--- src/rtl/router_output_arbiter.sv ---
// NoC router output-port stage: round-robin pick among N input buffers,
// hop-field rewrite, and a single-entry 64-bit output register drained by valid/ready.
module router_output_arbiter #(
   parameter int N        = 4,
   parameter bit DECR_HOP = 1'b1
) (
   input  logic              clk,
   input  logic              reset,
   input  logic [N-1:0]      req,
   input  logic [64*N-1:0]   pkt_in,
   output logic [N-1:0]      grant,
   output logic [63:0]       out_pkt,
   output logic              out_valid,
   input  logic              out_ready,
   output logic [15:0]       fwd_count
);

   localparam int PW = (N > 1) ? $clog2(N) : 1;

   typedef enum logic {S_EMPTY = 1'b0, S_FULL = 1'b1} state_t;

   state_t          r_state;
   logic [63:0]     r_pkt;
   logic [PW-1:0]   r_ptr;
   logic [15:0]     r_cnt;

   logic            w_drain;
   logic            w_accept;
   logic            w_found;
   logic [PW-1:0]   w_win;
   logic [PW-1:0]   w_cand;
   logic [63:0]     w_sel;
   logic [63:0]     w_mod;
   logic [7:0]      w_hop;
   logic [N-1:0]    w_grant;

   // Handshake: a packet leaves on any edge where out_valid & out_ready; a new
   // packet may be captured on that same edge, so a busy link sees no bubble.
   assign w_drain  = (r_state == S_FULL) && out_ready;
   assign w_accept = (|req) && ((r_state == S_EMPTY) || w_drain);

   // First requester at or after the pointer, wrapping past N-1.
   always_comb begin
      w_found = 1'b0;
      w_win   = '0;
      w_cand  = '0;
      for (int k = 0; k < N; k++) begin
         w_cand = PW'((int'(r_ptr) + k) % N);
         if (!w_found && req[w_cand]) begin
            w_found = 1'b1;
            w_win   = w_cand;
         end
      end
   end

   always_comb begin
      w_sel = '0;
      for (int i = 0; i < N; i++) begin
         if (w_win == PW'(i)) w_sel = pkt_in[64*i +: 64];
      end
   end

   // Hop count saturates at zero rather than wrapping.
   always_comb begin
      w_hop = w_sel[55:48];
      if (DECR_HOP && (w_hop != 8'd0)) w_hop = w_hop - 8'd1;
      w_mod = {w_sel[63:56], w_hop, w_sel[47:0]};
   end

   assign w_grant = (w_accept && !reset) ? (N'(1) << w_win) : '0;

   always_ff @(posedge clk) begin
      if (reset) begin
         r_state <= S_EMPTY;
         r_pkt   <= '0;
         r_ptr   <= '0;
         r_cnt   <= '0;
      end else if (w_accept) begin
         r_state <= S_FULL;
         r_pkt   <= w_mod;
         r_ptr   <= (w_win == PW'(N-1)) ? '0 : w_win + PW'(1);
         r_cnt   <= r_cnt + 16'd1;
      end else if (w_drain) begin
         r_state <= S_EMPTY;
      end
   end

   assign grant     = w_grant;
   assign out_pkt   = r_pkt;
   assign out_valid = (r_state == S_FULL);
   assign fwd_count = r_cnt;

endmodule

--- config.mk ---
export PLATFORM = sky130hd
export DESIGN_NAME = router_output_arbiter
export DESIGN_NICKNAME = d
export VERILOG_FILES = /design/src/rtl/router_output_arbiter.sv
export SDC_FILE = /design/constraint.sdc
export NUM_CORES = 1
export LEC_CHECK = 0
export ABC_AREA = 0
export CAP_MARGIN = 20
export CELL_PAD_IN_SITES_DETAIL_PLACEMENT = 0
export CELL_PAD_IN_SITES_GLOBAL_PLACEMENT = 1
export CORE_MARGIN = 5
export CORE_UTILIZATION = 26
export CTS_CLUSTER_DIAMETER = 50
export DETAILED_ROUTE_END_ITERATION = 8
export GPL_TIMING_DRIVEN = 0
export PLACE_DENSITY_LB_ADDON = 0.1
export SYNTH_ARGS = -nofsm -noshare
export SYNTH_HDL_FRONTEND = slang
export SYNTH_SLANG_ARGS = --single-unit
--- constraint.sdc ---
create_clock -name clk -period 5 [get_ports clk]
set_input_delay 0.5 -clock clk [delete_from_list [all_inputs] [get_ports clk]]
set_output_delay 0.5 -clock clk [all_outputs]
set_load 0.01 [all_outputs]
==> impl_metrics.tcl <==
set metrics [dict create \
    drt.antenna.violating_nets 0 \
    n_fill_cell 2078 \
    hold_depth 2 \
    viasPerCell 4.78 \
    cts_resized 0 \
    syn_avg_cell_area_um2 6.86 \
    drive_gt1_frac 0.0221 \
    ioPinCount 348 \
    finalHoldViolCount 0 \
    max_cap_violations 0 \
    end_kind "output pin" \
    power.density_nw_per_um2 298 \
    dp_hpwl_um 21200 \
    rsz0062_at_grt "no" \
    leakagePower_nw 3.24 \
    synth_largest_area_cell "dfxtp_1" \
    max_freq_ghz 0.218 \
    fin_crit_ns 4.59 \
    grtUsageTotal 0.217 \
    ctsLongestPathBuffers 2 \
    post_cts_buffers 0 \
    area_delta_synth_final_pct 77.3 \
    die_area_um2 23300 \
    route.detailed.drc 0 \
    ys_ff_latch 83 \
    first_pass_iters 4 \
    grt_pass1_vias 6961 \
    cts_buffers 9 \
    die_h_um 153 \
    synth-main-ff-cell "dfxtp_1" \
    cp.required_ns 4.50 \
    core_um2 20100 \
    r2r_slack_ns 1.13 \
    syn_inst 770 \
    io_buffers 346 \
    overflow 0 \
    wirelength_um 26200 \
    drt_iter0_markers 280 \
    h-tree-depth 3 \
    slew_violations 0 \
    grt_max_degree 17 \
    place_area_um2 9080 \
    cts-root-buf "clkbuf_16" \
    synthArstFlopShare 0 \
    initial_core_util 0.263 \
    nets 1397 \
    fin_skew_ns 0.00931 \
    ys_top_cells_by_area "dfxtp_1 (31%), a21oi_1 (11%), nand2_1 (11%)" \
    multiInputGateArea_um2 3310 \
    final_area_um2 9370 \
    crit_type "input port to output pin" \
    antenna_found_initial 3 \
    ys_warn_count 0 \
    rows 52 \
    wl_per_cell_um 18.7 \
    yosysTopAreaCellShare 0.315 \
    synth_edf_count 0 \
    grt_pass1_wl_um 40000 \
    status "finished, final reports clean" \
    tns_ns 0 \
    vias 6701 \
    cts_tree "yes" \
    clock_sinks 83 \
    synthTopCellsByCount "nand2_1 (152), a21oi_1 (117), dfxtp_1 (83), nor2_1 (79), o211ai_1 (64)" \
    fp.dieW_um 153 \
    synth_area_um2 5280 \
    startpoint_type "input port" \
    ir_worst_vdd_uv 153 \
    routabilityCongestion 0.850 \
    worstPathArrival_ns 4.09 \
    synth_nets 1040 \
    maxSlewHeadroom 0.493 \
    clk_pin_slew_worst_paths_ns 0.07 \
    critical_path.max_fanout 10 \
    worst_skew_pair.late_latency_ns 0.34 \
    period_share 0.917 \
    hold_buffers 0 \
    reg2regPathDepth 15 \
    setup_violations 0 \
    yosysSeqAreaShare 0.315 \
    hp-class "flip-flop to flip-flop" \
    seqCellArea_um2 1660 \
    worst_pin_slew_ns 0.760 \
    synth.most_common_cell "nand2_1" \
    yosys.cell_types.count 40 \
]
-- routing by layer --
| metal | GRT usage | share of wire | up-vias |
|---|---|---|---|
| li1 | - | - | 3411 |
| met1 | 0.261 | 0.42 | 2995 |
| met2 | 0.372 | 0.48 | 252 |
| met3 | 0.0670 | 0.078 | 39 |
| met4 | 0.0700 | 0.025 | 4 |
| met5 | 0 | 0.0010 | - |
-- logic make-up after synthesis --
kind of cell    count (synthesis)  share of synthesized area
xor+xnor                       20                     0.0332
buf+inv                        77                     0.0590
simple gates                  317                      0.278
fa+ha+maj                       7                     0.0166
flops                          83                      0.315
compound gates                264                      0.294
mux                             2                    0.00403
-- placed cells by master, fill, tap and decap left out, drive strengths merged, types with 9 or more instances in the layout --
cell type,count
a21oi,117
clkbuf,72
clkdlybuf4s50,346
dfxtp,83
inv,10
nand2,152
nand3,9
nand3b,56
nor2,80
o211ai,64
o21ai,61
xor2,12
-- path summary, 6_finish.rpt --
check	from	to
worst max-delay path	req[1]	grant[1]
worst min-delay path	out_pkt[50]	out_pkt[50]
worst max register to register	r_ptr[0]	out_pkt[49]
worst min register to register	out_pkt[50]	out_pkt[50]
-- through the flow --
stage	util	hold slack, ns	total power, mW	cells	worst slack (ns)
CTS	0.466	0.462	2.83	1402	0.292
detailed placement	0.452	0.445	2.16	1386	0.316
global route	0.466	0.496	3.00	1403	0.0885
finish	0.466	0.456	2.79	1403	0.413
global placement	0.452	0.435	2.17	1386	0.393
floorplan	-	0.475	1.52	770	1.67
-- worst max-delay path, cell delays in order --
cell	delay (ns)
clkdlybuf4s50_1	0.52
inv_1	0.07
a21oi_1	0.14
o22ai_1	0.10
a21oi_1	0.31
ha_1	0.25
clkbuf_1	0.34
clkbuf_1	0.63
clkbuf_1	0.48
and2_1	0.21
clkdlybuf4s50_1	0.53
-- area by class of cell --
| type | instances | share of cell area |
|---|---|---|
| repair buffers | 346 | 0.370 |
| flip-flops and latches | 83 | 0.177 |
| clock buffers | 9 | 0.0240 |
| well taps | 270 | 0.0361 |
| clock inverters | 7 | 0.00601 |
| multi-input cells | 610 | 0.353 |
| plain buffers | 71 | 0.0309 |
| diodes | 1 | 0.000267 |
| inverters | 6 | 0.00240 |
-- registers in the layout, indices dropped and copies added, names as in the netlist --
signal,cells
out_valid,1
out_pkt,64
fwd_count,16
r_ptr,2
-- report_power, final --
group	internal, mW	switching [mW]
Combinational	0.658	0.676
Sequential	0.757	0.0522
Clock	0.344	0.305
Total	1.76	1.03
Power figures use the tool's default switching activity.
